==> config.mk <==
export PLATFORM = sky130hd
export DESIGN_NAME = iterative_divider_flat
export DESIGN_NICKNAME = d
export VERILOG_FILES = /design/src/rtl/iterative_divider_if.sv /design/src/rtl/iterative_divider.sv /design/src/flat_wrapper.sv
export SDC_FILE = /design/constraint.sdc
export NUM_CORES = 1
export LEC_CHECK = 0
export BUFFER_PORTS_ARGS = -buffer_cell sky130_fd_sc_hd__buf_2
export CORE_UTILIZATION = 40
export CTS_CLUSTER_DIAMETER = 150
export DETAILED_ROUTE_END_ITERATION = 7
export HOLD_SLACK_MARGIN = 0.15
export PLACE_DENSITY = 0.59
export RECOVER_POWER = 100
export SYNTH_ARGS = -nofsm -noshare
export SYNTH_HDL_FRONTEND = slang
export SYNTH_SLANG_ARGS = --single-unit
==> constraint.sdc <==
create_clock -name Clock -period 4.8 [get_ports Clock]
set_clock_uncertainty 0.1 [all_clocks]
set_input_delay 0.24 -clock Clock [delete_from_list [all_inputs] [get_ports Clock]]
set_output_delay 0.24 -clock Clock [all_outputs]
set_load 0.03 [all_outputs]
==> src/rtl/iterative_divider_if.sv <==
// Shared operation/flag types and the execute-stage divide handshake bundle.
// The ALU owns the full opcode and flag layouts; the divider only interprets DIV/MOD and Z/N/V.
package iterative_divider_pkg;
  typedef enum logic [3:0] {
    ADD = 4'd0, ADC = 4'd1, SUB = 4'd2, SBB = 4'd3,
    CMP = 4'd4, DIV = 4'd5, MOD = 4'd6, NOP = 4'd7
  } eOperation;

  typedef struct packed {
    logic [3:0] Other;
    logic       Carry;
    logic       Overflow;
    logic       Negative;
    logic       Zero;
  } sFlags;
endpackage

interface iterative_divider_if #(parameter int DataWidth = 16);
  import iterative_divider_pkg::*;

  logic                 Start;
  eOperation            Operation;
  logic [DataWidth-1:0] InDest;
  logic [DataWidth-1:0] InSrc;
  sFlags                InFlags;
  logic                 Busy;
  logic                 Done;
  logic [DataWidth-1:0] OutDest;
  sFlags                OutFlags;

  modport master (output Start, Operation, InDest, InSrc, InFlags,
                  input  Busy, Done, OutDest, OutFlags);
  modport slave  (input  Start, Operation, InDest, InSrc, InFlags,
                  output Busy, Done, OutDest, OutFlags);
endinterface

==> src/rtl/iterative_divider.sv <==
// Multi-cycle signed DIV/MOD unit: restoring divide on magnitudes, one quotient bit per clock,
// then sign fix-up. Fixed latency of DataWidth+2 cycles from accept to the Done cycle.
module iterative_divider #(
  parameter int DataWidth = 16
) (
  input logic                 Clock,
  input logic                 nReset,
  iterative_divider_if.slave  bus
);
  import iterative_divider_pkg::*;

  localparam int W  = DataWidth;
  localparam int CW = $clog2(W);

  typedef enum logic [1:0] {IDLE, CALC, FIX, DONE} state_t;

  state_t          state, state_nxt;
  logic            accept;
  logic [CW-1:0]   cnt;
  logic [W-1:0]    quo, rem, dsr;
  logic            op_div, neg_q, neg_r, dsr_zero, mn_neg1;
  sFlags           flags_l;
  logic [W-1:0]    out_dest;
  sFlags           out_flags;

  // Magnitudes are unsigned W-bit values, so 2^(W-1) from the most negative input is exact.
  logic [W-1:0]    dvd_abs, dsr_abs;
  logic [W:0]      shifted;
  logic [W-1:0]    diff;
  logic            ge;
  logic [W-1:0]    q_fix, r_fix, res;
  sFlags           res_flags;

  always_comb begin
    dvd_abs = bus.InDest[W-1] ? (~bus.InDest + 1'b1) : bus.InDest;
    dsr_abs = bus.InSrc[W-1]  ? (~bus.InSrc  + 1'b1) : bus.InSrc;
  end

  // Restoring step: partial remainder stays below |divisor| <= 2^(W-1), so diff fits W bits.
  always_comb begin
    shifted = {rem, quo[W-1]};
    ge      = (shifted >= {1'b0, dsr});
    diff    = shifted[W-1:0] - dsr;
  end

  always_comb begin
    q_fix = neg_q ? (~quo + 1'b1) : quo;
    r_fix = neg_r ? (~rem + 1'b1) : rem;
    res   = op_div ? (dsr_zero ? '1 : q_fix) : r_fix;
    res_flags          = flags_l;
    res_flags.Zero     = (res == '0);
    res_flags.Negative = res[W-1];
    res_flags.Overflow = dsr_zero | (op_div & mn_neg1);
  end

  always_comb begin
    state_nxt = state;
    accept    = 1'b0;
    case (state)
      IDLE: if (bus.Start && (bus.Operation == DIV || bus.Operation == MOD)) begin
              accept    = 1'b1;
              state_nxt = CALC;
            end
      CALC: if (cnt == CW'(W-1)) state_nxt = FIX;
      FIX:  state_nxt = DONE;
      DONE: state_nxt = IDLE;
      default: state_nxt = IDLE;
    endcase
  end

  always_ff @(posedge Clock) begin
    if (!nReset) begin
      state     <= IDLE;
      cnt       <= '0;
      quo       <= '0;
      rem       <= '0;
      dsr       <= '0;
      op_div    <= 1'b0;
      neg_q     <= 1'b0;
      neg_r     <= 1'b0;
      dsr_zero  <= 1'b0;
      mn_neg1   <= 1'b0;
      flags_l   <= '0;
      out_dest  <= '0;
      out_flags <= '0;
    end else begin
      state <= state_nxt;
      case (state)
        IDLE: if (accept) begin
                cnt      <= '0;
                quo      <= dvd_abs;
                rem      <= '0;
                dsr      <= dsr_abs;
                op_div   <= (bus.Operation == DIV);
                neg_q    <= bus.InDest[W-1] ^ bus.InSrc[W-1];
                neg_r    <= bus.InDest[W-1];
                dsr_zero <= (bus.InSrc == '0);
                mn_neg1  <= (bus.InDest == {1'b1, {(W-1){1'b0}}}) && (bus.InSrc == '1);
                flags_l  <= bus.InFlags;
              end
        CALC: begin
                cnt <= cnt + 1'b1;
                rem <= ge ? diff : shifted[W-1:0];
                quo <= {quo[W-2:0], ge};
              end
        FIX:  begin
                out_dest  <= res;
                out_flags <= res_flags;
              end
        default: ;
      endcase
    end
  end

  assign bus.Busy     = (state != IDLE);
  assign bus.Done     = (state == DONE);
  assign bus.OutDest  = out_dest;
  assign bus.OutFlags = out_flags;

endmodule
==> src/flat_wrapper.sv <==
// flat-port wrapper written by rule: the top's interface ports become plain ports
module iterative_divider_flat import iterative_divider_pkg::*;
#(
  parameter int DataWidth = 16
)
  (Clock, nReset, bus_Start, bus_Operation, bus_InDest, bus_InSrc, bus_InFlags, bus_Busy, bus_Done, bus_OutDest, bus_OutFlags);
  iterative_divider_if #(.DataWidth(DataWidth)) bus_i ();
  input logic Clock;
  input logic nReset;
  input wire logic [$bits(bus_i.Start)-1:0] bus_Start;
  input wire logic [$bits(bus_i.Operation)-1:0] bus_Operation;
  input wire logic [$bits(bus_i.InDest)-1:0] bus_InDest;
  input wire logic [$bits(bus_i.InSrc)-1:0] bus_InSrc;
  input wire logic [$bits(bus_i.InFlags)-1:0] bus_InFlags;
  output wire logic [$bits(bus_i.Busy)-1:0] bus_Busy;
  output wire logic [$bits(bus_i.Done)-1:0] bus_Done;
  output wire logic [$bits(bus_i.OutDest)-1:0] bus_OutDest;
  output wire logic [$bits(bus_i.OutFlags)-1:0] bus_OutFlags;
  assign bus_i.Start = bus_Start;
  assign bus_i.Operation = bus_Operation;
  assign bus_i.InDest = bus_InDest;
  assign bus_i.InSrc = bus_InSrc;
  assign bus_i.InFlags = bus_InFlags;
  assign bus_Busy = bus_i.Busy;
  assign bus_Done = bus_i.Done;
  assign bus_OutDest = bus_i.OutDest;
  assign bus_OutFlags = bus_i.OutFlags;
  iterative_divider #(.DataWidth(DataWidth)) u_core (.Clock(Clock), .nReset(nReset), .bus(bus_i));
endmodule
==> impl_metrics.json, run 1 <==
{
  "diodes": 0,
  "placedCellCount": 991,
  "p_leak_nw": 2.57,
  "async_flop_share_pct": 0,
  "crit_path_max_fanout": 23,
  "die_h_um": 123,
  "pin_count": 73,
  "cts_post_setup_buffers_inserted": 0,
  "cts_made_buffers": 9,
  "holdPathEnd": "u_core.quo[0]$_SDFFE_PN0P_",
  "fin_crit_ns": 3.32,
  "stdcell_count": 1018,
  "whs_path_depth": 3,
  "die_x_um": 123,
  "drt_wl_total_um": 15200,
  "grt_pass1_vias": 5088,
  "globalplace.congestion": 0.856,
  "power_frac_comb_pct": 34.2,
  "power.internal_mw": 1.48,
  "yosys-top-cells-area": "dfxtp_1 (30%), nand2_1 (6.8%), ha_1 (5.5%)",
  "crit_path_end_kind": "flip-flop",
  "dr.pass1.iters": 4,
  "drv_cap": 0,
  "grt_usage_pct": 21.0,
  "p_sw_share_pct": 36.2,
  "avgSynthCellArea_um2": 7.63,
  "min_path_type": "input port to flip-flop",
  "drive_above_1_share_pct": 9.71,
  "hold_slack_ns": 0.167,
  "yosysTopAreaCell": "dfxtp_1",
  "vdd_drop_max_mv": 0.177,
  "worst_pin_slew_ns": 1.39,
  "critPathKind": "flip-flop to flip-flop",
  "clkTransAtPathRegs_ns": 0.07,
  "ys_dominant_reg_cell": "dfxtp_1",
  "wl_per_cell_um": 14.9,
  "hp-start": "bus_InDest[0]",
  "cts_tree": "done",
  "htreeDepth": 3,
  "grt-ovfl-total": 0,
  "syn2layout_area_growth_pct": 13.6,
  "vias": 5582,
  "clock_sinks": 87,
  "p_switching_mw": 0.841,
  "drt_iter0_drc": 333,
  "max_freq_ghz": 0.301,
  "core_region_area_um2": 14500,
  "critPathArrivalTime_ns": 3.50,
  "power.share.sequential_pct": 34.7,
  "tns_ns": 0,
  "antenna_found_initial": 0,
  "grt_pass1_wl_um": 25200,
  "die_area_um2": 15200,
  "nets": 903,
  "power.density_nw_per_um2": 347,
  "ys_seq_area_share_pct": 29.5,
  "syn_area_um2": 5900,
  "reg2reg_slack_ns": 1.48,
  "ys_ff_latch": 87,
  "slew_headroom_pct": 7.16,
  "slew_viol_final": 0,
  "status": "finished clean",
  "syn_inst": 773,
  "place_area_um2": 6350,
  "clockRootBuffer": "clkbuf_16",
  "worstSkewPairLatency_ns": 0.35,
  "row_count": 44,
  "via_per_inst": 5.48,
  "initial_core_util_pct": 40.7,
  "start_kind": "flip-flop",
  "final_antenna_net_count": 0,
  "yosysUniqueCellTypes": 73,
  "rsz0062_at_grt": "false",
  "r2r-end": "u_core.rem[12]$_SDFFE_PN0P_",
  "synth.most_common_cell": "nand2_1",
  "synth_commonest_cells": "nand2_1 (107), dfxtp_1 (87), nor2_1 (76)",
  "hold_violations": 0,
  "reg2regPathDepth": 8,
  "synth-warning-count": 0,
  "clock_path_buffers": 2,
  "drc_errors": 0,
  "post-place-ws_ns": 1.50,
  "place_hpwl_um": 11600,
  "fin_area_um2": 6700,
  "setup-violations-final": 0,
  "grt_max_degree": 65,
  "syn-num-nets": 847,
  "reg2reg_from": "u_core.rem[9]$_SDFFE_PN0P_",
  "yosysTopAreaCellShare_pct": 29.5,
  "clock_power_share_pct": 31.1,
  "synth-edff-count": 0,
  "numPortBuffers": 69,
  "required_ns": 4.97,
  "period_share_pct": 69.2,
  "setup_slack_ns": 1.48
}
-- power by group through the flow --
stage / combinational (mW) / clock [mW] / sequential [mW]
floorplan: 0.642 / 0 / 0.812
detailed placement: 0.794 / 0 / 0.824
global route: 0.891 / 0.771 / 0.814
CTS: 0.805 / 0.741 / 0.808
finish: 0.796 / 0.723 / 0.808
global placement: 0.777 / 0 / 0.821
-- state kept, by name, summed over array words and instances, names as in the netlist --
name / flops
u_core.bus.OutDest: 15
u_core.bus.OutFlags: 8
u_core.neg_q: 1
u_core.dsr: 16
u_core.quo: 16
u_core.rem: 16
u_core.op_div: 1
u_core.state: 2
u_core.flags_l: 5
u_core.dsr_zero: 1
u_core.neg_r: 1
u_core.mn_neg1: 1
u_core.cnt: 4
-- metrics by stage --
step / total power [mW] / util (%)
after floorplan: 1.45 / -
after global placement: 1.60 / 43.9
after detailed placement: 1.62 / 43.9
after CTS: 2.35 / 46.7
after global routing: 2.48 / 46.3
final: 2.33 / 46.3
-- layout by cell type, fill, tap and decap left out, types with 3 or more instances in the layout --
cell type,netlist,routed
nor2_1,76,76
mux2i_1,25,25
o41ai_1,7,7
o22ai_1,8,8
buf_2,2,43
nand3_1,22,22
clkbuf_1,34,32
clkinvlp_4,0,3
dfxtp_1,87,87
nand4_1,10,10
dlygate4sd3_1,0,11
buf_4,3,3
a21o_1,6,6
a21oi_1,47,47
o21a_1,9,9
nor2b_1,5,5
xnor2_1,26,26
nor3_1,14,14
xor2_1,30,30
o21ai_0,53,53
clkbuf_16,0,9
a211oi_1,17,17
a31oi_1,5,5
or3_1,13,13
ha_1,26,26
o211ai_1,6,6
or2_2,6,6
o31ai_1,12,13
nand2_1,107,107
o311ai_0,3,3
or4_1,6,6
inv_1,35,35
a22oi_1,3,3
and2_1,5,4
nor4_1,3,4
nand2b_1,8,8
-- timing repair --
item | in CTS | in global routing
resized for setup | 0 | 0
hold buffers | 11 | 0
hold endpoints to repair | 10 | 0
-- metal layers --
metal	part of all wire [%]	vias up	track usage [%]	wire length, um
met5	0	-	0	0
met4	1.8	0	7.68	272
met3	4.2	14	3.55	642
met2	45	134	32.8	6880
met1	49	2571	28.9	7400
li1	-	2863	-	-
-- area by class of cell --
class                      instances  area [um2]
fill                            1445        7780
multi-input combinational        606        3820
sequential                        87        1740
timing repair buffer              89         468
tap                              184         230
clock buffer                       9         225
inverter                          36         135
clock inverter                     7        81.3
-- critical path, cell delays in order, from the launching register on --
cell and delay (ns):
dfxtp_1 0.41, ha_1 0.45, nand4_1 0.19, or3_1 0.45
nor4_1 0.30, nor3_1 0.12, a21oi_4 0.62, or4b_1 0.50
o211ai_1 0.10
-- cells by family after synthesis --
| family | count (synthesis) | share of synthesized area [%] |
|---|---|---|
| AOI/OAI and AO/OA | 204 | 22.7 |
| buffers and inverters | 80 | 5.58 |
| and+or+nand+nor | 293 | 23.6 |
| adders and majority gates | 27 | 5.85 |
| DFF | 87 | 29.5 |
| xor gates and xnor gates | 56 | 8.32 |
| muxes | 26 | 4.43 |
-- worst max path at each step --
| stage | startpoint | depth (start not counted) | endpoint |
|---|---|---|---|
| after floorplan | u_core.quo[15]$_SDFFE_PN0P_ | 10 | u_core.rem[12]$_SDFFE_PN0P_ |
| after global placement | u_core.rem[8]$_SDFFE_PN0P_ | 8 | u_core.rem[12]$_SDFFE_PN0P_ |
| after detailed placement | u_core.rem[9]$_SDFFE_PN0P_ | 8 | u_core.rem[12]$_SDFFE_PN0P_ |
| after CTS | u_core.rem[9]$_SDFFE_PN0P_ | 8 | u_core.rem[12]$_SDFFE_PN0P_ |
| after global routing | u_core.rem[9]$_SDFFE_PN0P_ | 8 | u_core.rem[12]$_SDFFE_PN0P_ |
| final | u_core.rem[9]$_SDFFE_PN0P_ | 8 | u_core.rem[12]$_SDFFE_PN0P_ |
(Power assumes the default switching activity.)
==> run 2, diff against run 1 <==
==> constraint.sdc (replaced) <==
create_clock -name Clock -period 3.2 [get_ports Clock]
set_clock_uncertainty 0.1 [all_clocks]
set_input_delay 0.16 -clock Clock [delete_from_list [all_inputs] [get_ports Clock]]
set_output_delay 0.16 -clock Clock [all_outputs]
set_load 0.03 [all_outputs]
==> run 2 against run 1 <==
Net effect: register-to-register slack lost 1.1 ns; design area increased by 3.6%; sequential cell count is the same; critical path type unchanged; routed wire length up 2.7%; non-clock buffer count increased by 29; highest routed layer unchanged; clock power rose by 49%; clock-buffer cell count rose by 3; largest cell class unchanged; sequential power up 50%; die area unchanged; core utilization increased by 1.7 points; first-iteration DRC count grew 1.5%.
==> impl_metrics.json, run 2 (synthesized netlist as in run 1, its figures left out) <==
{
  "wl_per_cell_um": 14.9,
  "critPathKind": "flip-flop to flip-flop",
  "via_per_inst": 5.49,
  "slew_viol_final": 0,
  "die_area_um2": 15200,
  "worst_pin_slew_ns": 1.44,
  "numPortBuffers": 69,
  "crit_path_end_kind": "flip-flop",
  "row_count": 44,
  "fin_area_um2": 6940,
  "grt_max_degree": 64,
  "worstSkewPairLatency_ns": 0.35,
  "start_kind": "flip-flop",
  "min_path_type": "input port to flip-flop",
  "clockRootBuffer": "clkbuf_16",
  "power.density_nw_per_um2": 518,
  "largestRegisters": "u_core.dsr (16), u_core.quo (16), u_core.rem (16)",
  "grt_pass1_wl_um": 25800,
  "rsz0062_at_grt": "false",
  "final_antenna_net_count": 0,
  "layout_commonest_cell": "nand2_1",
  "hold_violations": 0,
  "period_share_pct": 89.6,
  "whs_path_depth": 3,
  "highest_layer": "met4",
  "stdcell_count": 1046,
  "required_ns": 3.33,
  "max_freq_ghz": 0.349,
  "pin_count": 73,
  "drt_iter0_drc": 338,
  "dr_wl_met3_um": 648,
  "n_fill_cell": 1442,
  "status": "finished clean",
  "clock_sinks": 87,
  "hp-start": "bus_InSrc[12]",
  "reg2regPathDepth": 10,
  "crit_chain": "inv_1, ha_1, nand4_1, or3_1, nor4_1, nor3_1, a21oi_4, clkbuf_2, nor2_1, a221o_1",
  "dr.pass1.iters": 5,
  "crit_buf_inv": 2,
  "globalplace.congestion": 0.848,
  "setup_slack_ns": 0.334,
  "htreeDepth": 3,
  "cts_resized": 0,
  "drc_errors": 0,
  "place_area_um2": 6440,
  "post-place-ws_ns": 0.277,
  "fin_util_pct": 47.9,
  "cts_tree": "done",
  "wl_met2_um": 7000,
  "antenna_found_initial": 0,
  "reg2reg_slack_ns": 0.33,
  "nets": 932,
  "m1WireLength_um": 7570,
  "crit_path_max_fanout": 8,
  "core_region_area_um2": 14500,
  "vias": 5745,
  "cpLargestDelayFamily": "simple AND/OR/NAND/NOR gates",
  "setup-violations-final": 0,
  "grt_pass1_vias": 5358,
  "slew_headroom_pct": 3.68,
  "place_hpwl_um": 11700,
  "drt_wl_total_um": 15600,
  "initial_core_util_pct": 40.7,
  "grt_usage_pct": 21.6,
  "tns_ns": 0,
  "critPathArrivalTime_ns": 3.00,
  "clock_path_buffers": 2,
  "drive_above_1_share_pct": 10.8,
  "die_h_um": 123,
  "r2r-end": "u_core.rem[9]$_SDFFE_PN0P_",
  "fin_crit_ns": 2.87,
  "clkTransAtPathRegs_ns": 0.06,
  "critPathMaxStageDelay_ns": 0.46,
  "reg2reg_from": "u_core.dsr[9]$_SDFFE_PN0P_",
  "holdPathEnd": "u_core.dsr[12]$_SDFFE_PN0P_",
  "syn2layout_area_growth_pct": 17.7,
  "cts_made_buffers": 9,
  "placedCellCount": 1003,
  "cp_slowest_cell": "or3_1",
  "drv_cap": 0,
  "grt-ovfl-total": 0,
  "die_x_um": 123,
  "vdd_drop_max_mv": 0.326,
  "p_leak_nw": 2.70,
  "layout_common_cells": "nand2_1 (107), dfxtp_1 (87), nor2_1 (76), o21ai_0 (53), a21oi_1 (47)",
  "diodes": 0
}
run 2: cell types whose count changed in the layout (fill, tap and decap cells not counted), moves of 2 or more:
cell	before	now
clkbuf_1	32	34
clkbuf_4	0	4
clkbuf_8	0	2
dlygate4sd3_1	11	24
buf_2	43	39
clkinvlp_4	3	1
clkbuf_2	0	2
buf_4	3	16
run 2: worst max path at each step:
stage / from / cells after the start / slack, ns / endpoint
after floorplan: u_core.quo[15]$_SDFFE_PN0P_ / 10 / 0.57 / u_core.rem[12]$_SDFFE_PN0P_
after CTS: u_core.dsr[10]$_SDFFE_PN0P_ / 10 / 0.26 / u_core.rem[0]$_SDFFE_PN0P_
after global routing: u_core.state[1]$_SDFFE_PN0P_ / 7 / 0.05 / u_core.rem[12]$_SDFFE_PN0P_
final: u_core.dsr[9]$_SDFFE_PN0P_ / 10 / 0.33 / u_core.rem[9]$_SDFFE_PN0P_
after detailed placement: u_core.dsr[9]$_SDFFE_PN0P_ / 10 / 0.28 / u_core.rem[7]$_SDFFE_PN0P_
after global placement: u_core.dsr[9]$_SDFFE_PN0P_ / 9 / 0.36 / u_core.rem[12]$_SDFFE_PN0P_
run 2: cell type report:
class                      instances  area [um2]  share of cell area, %
clock inverter                     3        42.5                  0.613
sequential                        87        1740                   25.1
clock buffer                      12         256                   3.70
timing repair buffer             118         719                   10.4
multi-input combinational        606        3810                   55.0
inverter                          36         135                   1.95
tap                              184         230                   3.32
run 2: what timing repair did:
item	CTS	global route
hold buffers	24	0
hold endpoints to repair	26	0
buffers inserted	0	4
endpoints found under the setup margin	0	5
run 2: worst reg2reg max path, cell delays in order (launching register included):
cell,delay [ns]
dfxtp_1,0.33
inv_1,0.05
ha_1,0.41
nand4_1,0.19
or3_1,0.46
nor4_1,0.33
nor3_1,0.13
a21oi_4,0.24
clkbuf_2,0.22
nor2_1,0.06
a221o_1,0.25
run 2: per-layer routing:
metal  global-route usage [%]  vias up
met4                     8.81        0
li1                         -     2920
met5                        0        -
met2                     34.8      122
met1                     28.6     2676
met3                     3.51       27
run 2: where the power goes:
group	total, mW	internal [mW]	switching (mW)	leakage (nW)
Clock	1.08	0.642	0.433	0.145
Sequential	1.21	1.14	0.0664	0.703
Combinational	1.32	0.567	0.750	1.85
run 2: through the flow:
step / hold slack, ns / power (mW)
3_5_place_dp: 0.314 / 2.47
5_1_grt: 0.177 / 3.83
3_3_place_gp: 0.302 / 2.45
6_report: 0.153 / 3.60
2_1_floorplan: 0.196 / 2.18
4_1_cts: 0.151 / 3.57
==> run 3, diff against run 2 <==
--- a/config.mk
+++ b/config.mk
@@ -5,13 +5,15 @@
 export SDC_FILE = /design/constraint.sdc
 export NUM_CORES = 1
 export LEC_CHECK = 0
+export ABC_AREA = 1
 export BUFFER_PORTS_ARGS = -buffer_cell sky130_fd_sc_hd__buf_2
 export CORE_UTILIZATION = 40
 export CTS_CLUSTER_DIAMETER = 150
 export DETAILED_ROUTE_END_ITERATION = 7
 export HOLD_SLACK_MARGIN = 0.15
-export PLACE_DENSITY = 0.59
+export PLACE_DENSITY = 0.58
 export RECOVER_POWER = 100
 export SYNTH_ARGS = -nofsm -noshare
 export SYNTH_HDL_FRONTEND = slang
 export SYNTH_SLANG_ARGS = --single-unit
+export TNS_END_PERCENT = 100
==> run 3 against run 2 <==
Net effect: the flow now finishes with violations (max-capacitance violations, max-slew violations); critical path depth down 2; critical path type unchanged; clock power increased by 6%; worst setup slack better by 0.22 ns; die area increased by 2.9%.
==> impl_metrics.json, run 3 <==
{
  "yosysTopAreaCellShare_pct": 28.7,
  "die_area_um2": 15700,
  "async_flop_share_pct": 0,
  "power.total_mw": 8.56,
  "status": "finished with violations",
  "critPathArrivalTime_ns": 2.76,
  "fin_crit_ns": 2.65,
  "violations": "max-capacitance violations, max-slew violations",
  "required_ns": 3.31,
  "antenna_found_initial": 0,
  "hold_violations": 0,
  "period_share_pct": 82.7,
  "syn_area_um2": 6070,
  "numPortBuffers": 69,
  "cts_tree": "done",
  "pin_count": 73,
  "drv_cap": 1,
  "die_h_um": 125,
  "crit_path_max_fanout": 35,
  "vias": 6346,
  "power_frac_comb_pct": 67.1,
  "grt_max_degree": 42,
  "clkTransAtPathRegs_ns": 0.06,
  "die_x_um": 125,
  "syn2layout_area_growth_pct": 17.2,
  "yosysUniqueCellTypes": 42,
  "globalplace.congestion": 0.871,
  "clock_path_buffers": 2,
  "power.share.sequential_pct": 19.4,
  "diodes": 0,
  "synth-edff-count": 0,
  "drc_errors": 0,
  "p_sw_share_pct": 54.2,
  "drt_iter0_drc": 518,
  "ys_dominant_reg_cell": "dfxtp_1",
  "synth.most_common_cell": "nand2_1",
  "grt_pass1_vias": 5846,
  "p_leak_nw": 3.18,
  "critPathKind": "flip-flop to flip-flop",
  "clock_sinks": 87,
  "grt_usage_pct": 23.2,
  "core_region_area_um2": 14600,
  "cts_made_buffers": 9,
  "cts_hold_buffers": 35,
  "crit_path_end_kind": "flip-flop",
  "min_path_type": "input port to flip-flop",
  "yosys-top-cells-area": "dfxtp_1 (29%), nand2_1 (13%), nand3_1 (8.7%)",
  "via_per_inst": 5.18,
  "row_count": 44,
  "p_switching_mw": 4.64,
  "vdd_drop_max_mv": 1.10,
  "ys_ff_latch": 87,
  "clock_power_share_pct": 13.4,
  "cts_post_setup_buffers_inserted": 0,
  "yosysTopAreaCell": "dfxtp_1",
  "htreeDepth": 3,
  "power.internal_mw": 3.92,
  "dr.pass1.iters": 7,
  "reg2reg_from": "u_core.state[1]$_SDFFE_PN0P_",
  "avgSynthCellArea_um2": 6.37,
  "wl_per_cell_um": 14.2,
  "synth_commonest_cells": "nand2_1 (216), nand3_1 (105), a21oi_1 (104)",
  "n_fill_cell": 1595,
  "max_freq_ghz": 0.378,
  "synth-warning-count": 0,
  "nets": 1111,
  "tns_ns": 0,
  "drive_above_1_share_pct": 8.16,
  "hp-start": "bus_InSrc[1]",
  "syn_inst": 953,
  "layout_common_cells": "nand2_1 (216), a21oi_1 (105), nand3_1 (105), inv_1 (102), dfxtp_1 (87)",
  "setup-violations-final": 0,
  "ys_seq_area_share_pct": 28.7,
  "cts_resized": 0,
  "start_kind": "flip-flop",
  "syn-num-nets": 1027,
  "power.density_nw_per_um2": 1200,
  "final_antenna_net_count": 0,
  "slew_headroom_pct": -3.24,
  "startpoint": "u_core.state[1]$_SDFFE_PN0P_",
  "clockRootBuffer": "clkbuf_16",
  "grt-ovfl-total": 0,
  "place_hpwl_um": 12900,
  "drt_wl_total_um": 17500,
  "grt_pass1_wl_um": 29300,
  "slew_viol_final": 42,
  "rsz0062_at_grt": "false",
  "worst_pin_slew_ns": 1.55,
  "initial_core_util_pct": 41.4,
  "worstSkewPairLatency_ns": 0.35,
  "layout_commonest_cell": "nand2_1",
  "largestRegisters": "u_core.dsr (16), u_core.quo (16), u_core.rem (16)"
}
## run 3: changes by cell type after synthesis, sizes merged, moves of 25 or more
cell,change
nand3,+84
mux2i,-25
a21oi,+63
nand2,+110
inv,+73
o21ai,+31
## run 3: critical path: stages, from the launching register on
cell	delay (ns)
dfxtp_1	0.33
inv_1	0.11
ha_1	0.34
inv_1	0.09
nor2_1	0.19
clkbuf_1	0.94
o41ai_1	0.20
o21ai_0	0.13
nor2_1	0.06
## run 3: worst paths after layout
path	endpoint	slack [ns]	cells past startpoint
worst max-delay path	u_core.dsr_zero$_SDFFE_PN0P_	0.55	8
worst min-delay path	u_core.dsr[1]$_SDFFE_PN0P_	0.16	5
worst max register to register	u_core.dsr_zero$_SDFFE_PN0P_	0.55	8
worst min register to register	u_core.bus.OutFlags[4]$_SDFFE_PN0P_	0.35	2
## run 3: layout make-up
cell class,count,area [um2],share of cell area [%]
Clock buffer,9,225,3.17
Clock inverter,7,96.3,1.35
Inverter,109,412,5.79
Multi-Input combinational cell,720,3710,52.2
Sequential cell,87,1740,24.5
Tap cell,184,230,3.24
Timing Repair Buffer,110,697,9.80
## run 3: cells by family (layout without fill, tap and decap cells)
logic type               Yosys count  after routing  share of synthesized area [%]
XOR/XNOR                          28             28                           4.04
adder cells (fa/ha/maj)           27             27                           5.69
AO/OA/AOI/OAI                    225            225                           20.5
buffers and inverters            146            235                           9.79
flip-flops                        87             87                           28.7
AND/OR/NAND/NOR                  440            440                           31.3
## run 3: stage by stage
| stage | utilization [%] | hold slack, ns | instances | instance area (um2) | setup slack, ns |
|---|---|---|---|---|---|
| after CTS | 49.0 | 0.163 | 1226 | 7180 | 0.616 |
| final | 48.6 | 0.160 | 1226 | 7110 | 0.554 |
| after global routing | 48.6 | 0.184 | 1226 | 7110 | 0.293 |
| after global placement | 44.4 | 0.340 | 1175 | 6510 | 0.680 |
| after floorplan | - | 0.233 | 953 | 6070 | 1.25 |
| after detailed placement | 44.4 | 0.343 | 1175 | 6510 | 0.623 |
## run 3: per-layer routing
| layer | vias up | wire length, um | global-route usage (%) |
|---|---|---|---|
| li1 | 3338 | - | - |
| met1 | 2889 | 8910 | 33.0 |
| met2 | 90 | 7720 | 36.0 |
| met3 | 29 | 453 | 2.87 |
| met4 | 0 | 372 | 8.46 |
| met5 | - | 0 | 0 |
## run 3: power by group through the flow
stage	Clock (mW)	Sequential (mW)	Combinational (mW)
3_5_place_dp	0	1.68	5.74
3_3_place_gp	0	1.68	5.72
2_1_floorplan	0	1.77	4.57
6_report	1.15	1.66	5.75
5_1_grt	1.22	1.70	6.54
4_1_cts	1.17	1.66	5.80
